[config.mk]
export PLATFORM = sky130hd
export DESIGN_NAME = code_decode_disp
export DESIGN_NICKNAME = d
export VERILOG_FILES = /design/src/rtl/decode_pkg.sv /design/src/rtl/seg7_hex.sv /design/src/rtl/code_decode_disp.sv
export SDC_FILE = /design/constraint.sdc
export NUM_CORES = 1
export LEC_CHECK = 0
export CORE_AREA = 8 8 75 77
export DETAILED_ROUTE_END_ITERATION = 16
export DIE_AREA = 0 0 83 85
export PLACE_DENSITY = 0.75
export SLEW_MARGIN = 40
export SYNTH_ARGS = -nofsm -noshare
export SYNTH_HDL_FRONTEND = slang
export SYNTH_SLANG_ARGS = --single-unit
[constraint.sdc]
create_clock -name clk -period 2.2 [get_ports clk]
set_clock_uncertainty 0.1 [all_clocks]
set_input_delay 0.33 -clock clk [delete_from_list [all_inputs] [get_ports clk]]
set_output_delay 0.33 -clock clk [all_outputs]
set_load 0.05 [all_outputs]
[src/rtl/decode_pkg.sv]
// Shared types and constants for the encoder-code receiver: the {valid, idx}
// word, 7-segment digit table and the filter-length legality check.
package decode_pkg;

  typedef struct packed {
    logic       valid;
    logic [2:0] idx;
  } code_t;

  localparam logic [7:0] SEG_BLANK = 8'hFF;

  // Active-high {a,b,c,d,e,f,g,dp} patterns, element 0 is digit 0.
  localparam logic [0:15][7:0] SEG_DIGITS = {
    8'hFC, 8'h60, 8'hDA, 8'hF2, 8'h66, 8'hB6, 8'hBE, 8'hE0,
    8'hFE, 8'hF6, 8'hEE, 8'h3E, 8'h9C, 8'h7A, 8'h9E, 8'h8E
  };

  localparam int STABLE_MIN = 1;
  localparam int STABLE_MAX = 255;

  function automatic bit stable_cycles_ok(input int n);
    return (n >= STABLE_MIN) && (n <= STABLE_MAX);
  endfunction

endpackage

[src/rtl/seg7_hex.sv]
// Combinational hex-to-7-segment decoder with active-low outputs and a blank
// override.
module seg7_hex
  import decode_pkg::*;
(
  input  logic [3:0] value,
  input  logic       blank,
  output logic [7:0] seg
);

  assign seg = blank ? SEG_BLANK : ~SEG_DIGITS[value];

endmodule

[src/rtl/code_decode_disp.sv]
// Synchronizes and debounces an encoder {valid, idx} result, decodes the
// accepted code to LEDs and a digit, and shows a hex count of accepted changes.
module code_decode_disp
  import decode_pkg::*;
#(
  parameter int STABLE_CYCLES = 4
) (
  input  logic       clk,
  input  logic       rst_n,
  input  logic       code_valid,
  input  logic [2:0] code,
  output logic [7:0] onehot,
  output logic       none,
  output logic [7:0] seg0,
  output logic [7:0] seg1
);

  localparam int CW = $clog2(STABLE_CYCLES + 1);
  localparam logic [CW-1:0] CNT_LAST = CW'(STABLE_CYCLES - 1);
  localparam bit STABLE_OK = stable_cycles_ok(STABLE_CYCLES);

  generate
    if (!STABLE_OK) begin : g_bad_stable_cycles
      $error("code_decode_disp: STABLE_CYCLES must be within 1..255");
    end
  endgenerate

  code_t          s1_reg, s2_reg;
  code_t          s2_norm;
  code_t          cand_reg, acc_reg;
  logic [CW-1:0]  cnt_reg;
  logic [3:0]     chg_cnt_reg;
  logic [3:0]     chg_cnt_next;
  logic           commit;

  logic [7:0]     onehot_reg, onehot_next;
  logic           none_reg;
  logic [7:0]     seg0_reg, seg0_next;
  logic [7:0]     seg1_reg, seg1_next;

  // The index is meaningless without valid, so fold it to zero before filtering.
  assign s2_norm.valid = s2_reg.valid;
  assign s2_norm.idx   = s2_reg.valid ? s2_reg.idx : 3'd0;

  assign commit       = (s2_norm == cand_reg) && (cnt_reg == CNT_LAST) && (cand_reg != acc_reg);
  assign chg_cnt_next = chg_cnt_reg + 4'd1;

  genvar gi;
  generate
    for (gi = 0; gi < 8; gi++) begin : g_onehot
      assign onehot_next[gi] = cand_reg.valid && (cand_reg.idx == 3'(gi));
    end
  endgenerate

  seg7_hex u_seg_idx (
    .value ({1'b0, cand_reg.idx}),
    .blank (~cand_reg.valid),
    .seg   (seg0_next)
  );

  seg7_hex u_seg_cnt (
    .value (chg_cnt_next),
    .blank (1'b0),
    .seg   (seg1_next)
  );

  always_ff @(posedge clk or negedge rst_n) begin
    if (!rst_n) begin
      s1_reg <= '0;
      s2_reg <= '0;
    end else begin
      s1_reg <= {code_valid, code};
      s2_reg <= s1_reg;
    end
  end

  // Candidate filter: a new word restarts the count, a held word saturates it.
  always_ff @(posedge clk or negedge rst_n) begin
    if (!rst_n) begin
      cand_reg <= '0;
      cnt_reg  <= '0;
    end else if (s2_norm != cand_reg) begin
      cand_reg <= s2_norm;
      cnt_reg  <= '0;
    end else if (cnt_reg < CNT_LAST) begin
      cnt_reg <= cnt_reg + 1'b1;
    end
  end

  always_ff @(posedge clk or negedge rst_n) begin
    if (!rst_n) begin
      acc_reg     <= '0;
      chg_cnt_reg <= '0;
      onehot_reg  <= 8'h00;
      none_reg    <= 1'b1;
      seg0_reg    <= SEG_BLANK;
      seg1_reg    <= ~SEG_DIGITS[0];
    end else if (commit) begin
      acc_reg     <= cand_reg;
      chg_cnt_reg <= chg_cnt_next;
      onehot_reg  <= onehot_next;
      none_reg    <= ~cand_reg.valid;
      seg0_reg    <= seg0_next;
      seg1_reg    <= seg1_next;
    end
  end

  assign onehot = onehot_reg;
  assign none   = none_reg;
  assign seg0   = seg0_reg;
  assign seg1   = seg1_reg;

endmodule

==> run metrics, run 1 <==
status complete, but fails checks; failing checks hold timing; P_int 1387 uW; GR Util met2 19.87%; Max IR drop VDD 579.9 uV; fraction of layout cells with a size suffix above 1 14.17%; final setup vio count 0; DR vias 1597; unrepaired setup endpoints after global routing no; initial antenna violation count 0; die width 83 um; CP max stage cell clkdlybuf4s50_1; CP Capture Type output port; Switch Pwr 364.4 uW; Max-slew headroom 57.03%; fin area 0.002769 mm2; Total Routing Usage GR 12.26%; total CTS buffers 5; Initial DRC Count 49; pin count of the biggest net entering global routing 47; worst skew pair latency 0.30 ns; combinational power share 6.4%; root buffer cell clkbuf_8; number of H-tree levels 2; GR Util met3 3.736%; Reg power frac 50.1%; hold slack -0.001639 ns; crit-path leading delay family buffers and inverters; Synth Register Bits 46; crit path cell chain clkdlybuf4s50_1; crit-path max FO 2; GR peak layer met2; initial core utilization 50.59%; setup TNS 0 ns; biggest cell delay along the critical path 0.80 ns; worst endpoint required time 1.77 ns; buffer and inverter count on the worst path 1; Cell variety after synth 37; post-CTS setup buffers 0; critical path class register to output port; vias in the first global route 1606; DPL Wire Length 2973 um; GRT overflow 0; min Tclk post-route 2.094 ns; Final Hold Viols 1; CTS clk-pin slew, worst paths 0.09 ns; nets 275; Avg WL per Cell 13.40 um; clock sinks 46; fmax 477.6 MHz; n_diodes 0; Critical Path AT 1.66 ns; Routed Antenna Nets 0; max-cap viol count 0; leakage 0.001277 uW; synthesized instance count 225; die height 85 um; Clock Path Buffers 2; number of cell rows 25; Max Slew Vio Count 0; Post-Syn Area per Cell 10.20 um2; core box area 0.004536 mm2; period utilization 95.18%; power per cell area 632.5 mW/mm2; Hold Buf Count CTS 0; Via density 5.185; DP Area 0.002626 mm2; WL final 4126 um; Syn Std Cell Area 0.002295 mm2; area delta synth->final 20.67%; die area 0.007055 mm2; global-route met1 utilization 14.83%; reg2reg setup slack 0.20 ns; Slew @ Worst Pin 0.6414 ns; Clock power frac 43.5%; post-synthesis sequential area ratio 50.65%; CTS tree yes; first-pass GRT wire length 7348 um; max reg flops 8; Worst setup SP type register; switch share 20.81%; Hold Path Class input port to async pin; # port buffers 28; DR DRC count 0; Syn. warnings 0; drt pass-1 iters 4; top-level I/O count 31; CTS resizes 0; GP Congestion 0.7855
==> layout by cell type, fill, tap and decap left out, types with 3 or more instances in the layout <==
master | netlist | final
nand3_1 | 7 | 7
clkdlybuf4s50_1 | 0 | 27
inv_1 | 10 | 10
mux2_2 | 6 | 6
buf_4 | 5 | 8
ha_1 | 16 | 16
clkbuf_8 | 0 | 6
a21oi_1 | 10 | 10
and2_1 | 3 | 3
a21o_1 | 4 | 4
nor2_1 | 9 | 9
o21ai_0 | 29 | 29
xor2_1 | 7 | 7
dfrtp_1 | 37 | 37
nand2_1 | 34 | 34
dfstp_2 | 9 | 9
==> layout make-up <==
cell class                 instances  area, um2
fill                             371       1767
sequential                        46       1162
multi-input combinational        153       1003
timing repair buffer              37      355.3
clock buffer                       6      82.58
tap                               54      67.56
clock inverter                     2      60.06
inverter                          10      37.54
==> metal layers <==
layer,vias to the layer above,routed length (um)
met5,-,0
met4,0,61
met3,6,195
met2,30,1871
met1,752,1998
li1,809,-
==> final timing paths <==
check / from / endpoint / depth (start not counted)
worst max-delay path: seg0[7]$_DFFE_PN1P_ / seg0[7] / 1
worst min-delay path: rst_n / cnt_reg[1]$_DFFE_PN0P_ / 2
worst max register to register: cand_reg[0]$_DFFE_PN0P_ / seg1[2]$_DFFE_PN0P_ / 6
worst min register to register: s1_reg[3]$_DFF_PN0_ / s2_norm[3]$_DFF_PN0_ / 0
max in group asynchronous: rst_n / seg1[1]$_DFFE_PN1P_ / 2
min in group clk: s1_reg[3]$_DFF_PN0_ / s2_norm[3]$_DFF_PN0_ / 0
==> cells in the mapped netlist <==
master     number  area share [%]
dfrtp_1        37              40
nand2_1        34             5.6
o21ai_0        29             6.3
ha_1           16             8.7
a21oi_1        10             2.2
inv_1          10             1.6
dfstp_2         9              10
nor2_1          9             1.5
nand3_1         7             1.5
xor2_1          7             2.7
mux2_2          6             2.9
buf_4           5             1.6
clkbuf_1        5            0.82
a21o_1          4             1.3
buf_2           4            0.87
and2_1          3            0.82
a211oi_1        2            0.65
a31oi_1         2            0.55
buf_6           2            0.98
nand2b_1        2            0.55
nor2b_1         2            0.55
nor3_1          2            0.44
o211a_1         2            0.87
o22ai_1         2            0.55
xnor2_1         2            0.76
a221oi_2        1            0.65
clkbuf_2        1            0.22
conb_1          1            0.16
mux2i_1         1            0.44
nand4_1         1            0.27
nand4b_1        1            0.38
nand4bb_1       1            0.49
o211ai_2        1            0.55
o21a_1          1            0.33
o311ai_2        1            0.71
o41a_1          1            0.49
or3_1           1            0.27
==> stage by stage <==
| step | instances | worst slack (ns) | hold slack (ns) | utilization [%] | total power [uW] |
|---|---|---|---|---|---|
| after floorplan | 226 | 0.2972 | -0.06559 | - | 961.4 |
| after detailed placement | 300 | 0.1996 | 0.2347 | 57.90 | 1006 |
| after global routing | 308 | 0.07316 | 0.06055 | 61.05 | 1817 |
| after CTS | 308 | 0.09512 | 0.01902 | 61.05 | 1777 |
| after global placement | 300 | 0.2434 | 0.2319 | 57.90 | 1004 |
| final | 308 | 0.1060 | -0.001639 | 61.05 | 1751 |
==> cell families after synthesis <==
kind of cell    after synthesis  share of synthesized area, %
fa+ha+maj                    16                         8.724
buf+inv                      27                         6.162
other cells                   1                        0.1634
mux                           7                         3.380
flops                        46                         50.65
simple gates                 63                         12.32
xor+xnor                      9                         3.435
compound gates               56                         15.16
==> power groups by stage <==
stage	Sequential, uW	Clock (uW)	Combinational, uW
finish	877	762	112
global route	880	810	127
CTS	878	786	114
detailed placement	894	0	113
global placement	893	0	111
floorplan	898	0	63.0
No activity file was read; power rests on OpenSTA's default activity.
==> run 2, diff against run 1 <==
--- a/config.mk
+++ b/config.mk
@@ -13,3 +13,4 @@
 export SYNTH_ARGS = -nofsm -noshare
 export SYNTH_HDL_FRONTEND = slang
 export SYNTH_SLANG_ARGS = --single-unit
+export TNS_END_PERCENT = 100
==> results of run 2 <==
Same layout as run 1: the final DEF is identical, and so are final timing and power.
==> run 3, diff against run 2 <==
--- a/config.mk
+++ b/config.mk
@@ -8,6 +8,7 @@
 export CORE_AREA = 8 8 75 77
 export DETAILED_ROUTE_END_ITERATION = 16
 export DIE_AREA = 0 0 83 85
+export GPL_TIMING_DRIVEN = 0
 export PLACE_DENSITY = 0.75
 export SLEW_MARGIN = 40
 export SYNTH_ARGS = -nofsm -noshare
==> run 3 against run 2 <==
Compared with the run above: the run now ends clean; via count is 5.6% higher; final area increased by 0.72%; clock power is 18% lower; critical endpoint is now seg1[1].
==> run metrics, run 3 (synthesized netlist as in run 1, its figures left out) <==
fraction of layout cells with a size suffix above 1 15.53% (was 14.17%); number of H-tree levels 2 (unchanged); CTS clk-pin slew, worst paths 0.09 ns (about the same); Max IR drop VDD 373.1 uV (was 579.9 uV); post-route insts no fill 318 (was 308); Worst path depth 1 (unchanged); DP Cell Count 309 (was 300); R2R Path End chg_cnt_reg[3]$_DFFE_PN0P_ (was seg1[2]$_DFFE_PN0P_); CP Capture Type output port (unchanged); # port buffers 28 (unchanged); biggest cell delay along the critical path 0.81 ns (was 0.80 ns); CP max stage cell clkdlybuf4s50_1 (unchanged); Placement Setup Slack 0.04886 ns (was 0.1996 ns); worst skew pair latency 0.30 ns (about the same); crit-path leading delay family buffers and inverters (unchanged); number of cell rows 25 (unchanged); most frequent cells in the layout dfrtp_1 (37), nand2_1 (34), o21ai_0 (29), clkdlybuf4s50_1 (27), ha_1 (16) (unchanged); Max Slew Vio Count 0 (unchanged); Clock Path Buffers 2 (unchanged); leading cell type in the layout, fill and taps excluded dfrtp_1 (unchanged); nets 285 (was 275); crit-path max FO 2 (unchanged); clock sinks 46 (unchanged); GRT overflow 0 (unchanged); Critical Path AT 1.65 ns (was 1.66 ns); Via density 5.302 (was 5.185); DR DRC count 0 (unchanged); core box area 0.004536 mm2 (unchanged); initial antenna violation count 0 (unchanged); unrepaired setup endpoints after global routing no (unchanged); max reg flops 8 (unchanged); Total Routing Usage GR 12.94% (was 12.26%); die width 83 um (unchanged); setup ws final 0.1239 ns (was 0.1060 ns); Initial DRC Count 67 (was 49); power per cell area 581.9 mW/mm2 (was 632.5 mW/mm2); Avg WL per Cell 13.48 um (was 13.40 um); worst endpoint required time 1.77 ns (about the same); area delta synth->final 21.54% (was 20.67%); crit path cell chain clkdlybuf4s50_1 (unchanged); Routed Antenna Nets 0 (unchanged); pin count of the biggest net entering global routing 31 (was 47); setup TNS 0 ns (unchanged); Power, Total 1623 uW (was 1751 uW); total CTS buffers 5 (unchanged); WL final 4288 um (was 4126 um); fmax 481.7 MHz (was 477.6 MHz); top-level I/O count 31 (unchanged); DPL Wire Length 3228 um (was 2973 um); die height 85 um (unchanged); final setup vio count 0 (unchanged); cell count of the worst reg-to-reg path 6 (unchanged); Max-slew headroom 62.94% (was 57.03%); reg2reg setup slack 0.15 ns (was 0.20 ns); Critical Path Source seg1[1]$_DFFE_PN1P_ (was seg0[7]$_DFFE_PN1P_); critical path class register to output port (unchanged); max-cap viol count 0 (unchanged); GP Congestion 0.8074 (was 0.7855); R2R Path Start cand_reg[1]$_DFFE_PN0P_ (was cand_reg[0]$_DFFE_PN0P_); vias in the first global route 1721 (was 1606); Hold Path Class register to register (was input port to async pin); leakage 0.001288 uW (was 0.001277 uW); DR vias 1686 (was 1597); post-CTS setup buffers 0 (unchanged); buffer and inverter count on the worst path 1 (unchanged); drt pass-1 iters 4 (unchanged); die area 0.007055 mm2 (unchanged); Final Hold Viols 0 (was 1); first-pass GRT wire length 7817 um (was 7348 um); CTS tree yes (unchanged); Slew @ Worst Pin 0.5543 ns (was 0.6414 ns); initial core utilization 50.59% (unchanged); Worst setup SP type register (unchanged); min Tclk post-route 2.076 ns (was 2.094 ns); hold slack 0.2531 ns (was -0.001639 ns); n_diodes 0 (unchanged); end of the critical path seg1[1] (was seg0[7]); period utilization 94.37% (was 95.18%); root buffer cell clkbuf_8 (unchanged); status complete, no violations (was complete, but fails checks)
==> run 3: cell count changes in the layout (fill, tap and decap cells not counted), sizes merged <==
cell / change
clkbuf: +5
clkinvlp: +2
bufinv: -1
dlygate4sd3: +1
buf: +3
==> run 3: area by class of cell <==
cell class | count | area, um2
buffer | 17 | 105.1
tap | 54 | 67.56
fill | 386 | 1747
clock buffer | 5 | 68.82
timing repair buffer | 30 | 307.8
inverter | 10 | 37.54
clock inverter | 3 | 45.04
multi-input combinational | 153 | 994.7
sequential | 46 | 1162
==> run 3: worst min-delay path by stage <==
stage | from | end | slack, ns | depth (start not counted)
detailed placement | rst_n | seg1[7]$_DFFE_PN0P_ | 0.11 | 1
global placement | s1_reg[1]$_DFF_PN0_ | s2_reg[1]$_DFF_PN0_ | 0.23 | 0
finish | s1_reg[1]$_DFF_PN0_ | s2_reg[1]$_DFF_PN0_ | 0.25 | 0
floorplan | rst_n | acc_reg[0]$_DFFE_PN0P_ | -0.07 | 0
CTS | s1_reg[1]$_DFF_PN0_ | s2_reg[1]$_DFF_PN0_ | 0.26 | 0
global route | s1_reg[1]$_DFF_PN0_ | s2_reg[1]$_DFF_PN0_ | 0.27 | 0
==> run 3: through the flow <==
step                      utilization, %  area (um2)
after global routing               61.49        2789
final                              61.49        2789
after floorplan                        -        2298
after global placement             58.34        2646
after CTS                          61.46        2788
after detailed placement           58.73        2664
==> run 3: repair_timing <==
item,in CTS,in global routing
gates resized for setup,0,2
endpoints found under the hold margin,16,0
endpoints found under the setup margin,0,2
hold buffers,1,0
==> run 3: per-layer routing <==
layer	share of wire, %	vias up	track usage [%]
met3	3.9	7	3.161
met1	46	820	15.57
li1	-	828	-
met5	0	-	0
met2	48	31	21.78
met4	1.5	0	4.792
==> run 3: where the power goes <==
| group | internal, uW | switching (uW) | leakage (uW) | total (uW) |
|---|---|---|---|---|
| Sequential | 862 | 13.3 | 0.000585 | 876 |
| Clock | 338 | 290 | 0.0000504 | 628 |
| Combinational | 46.1 | 73.5 | 0.000653 | 120 |
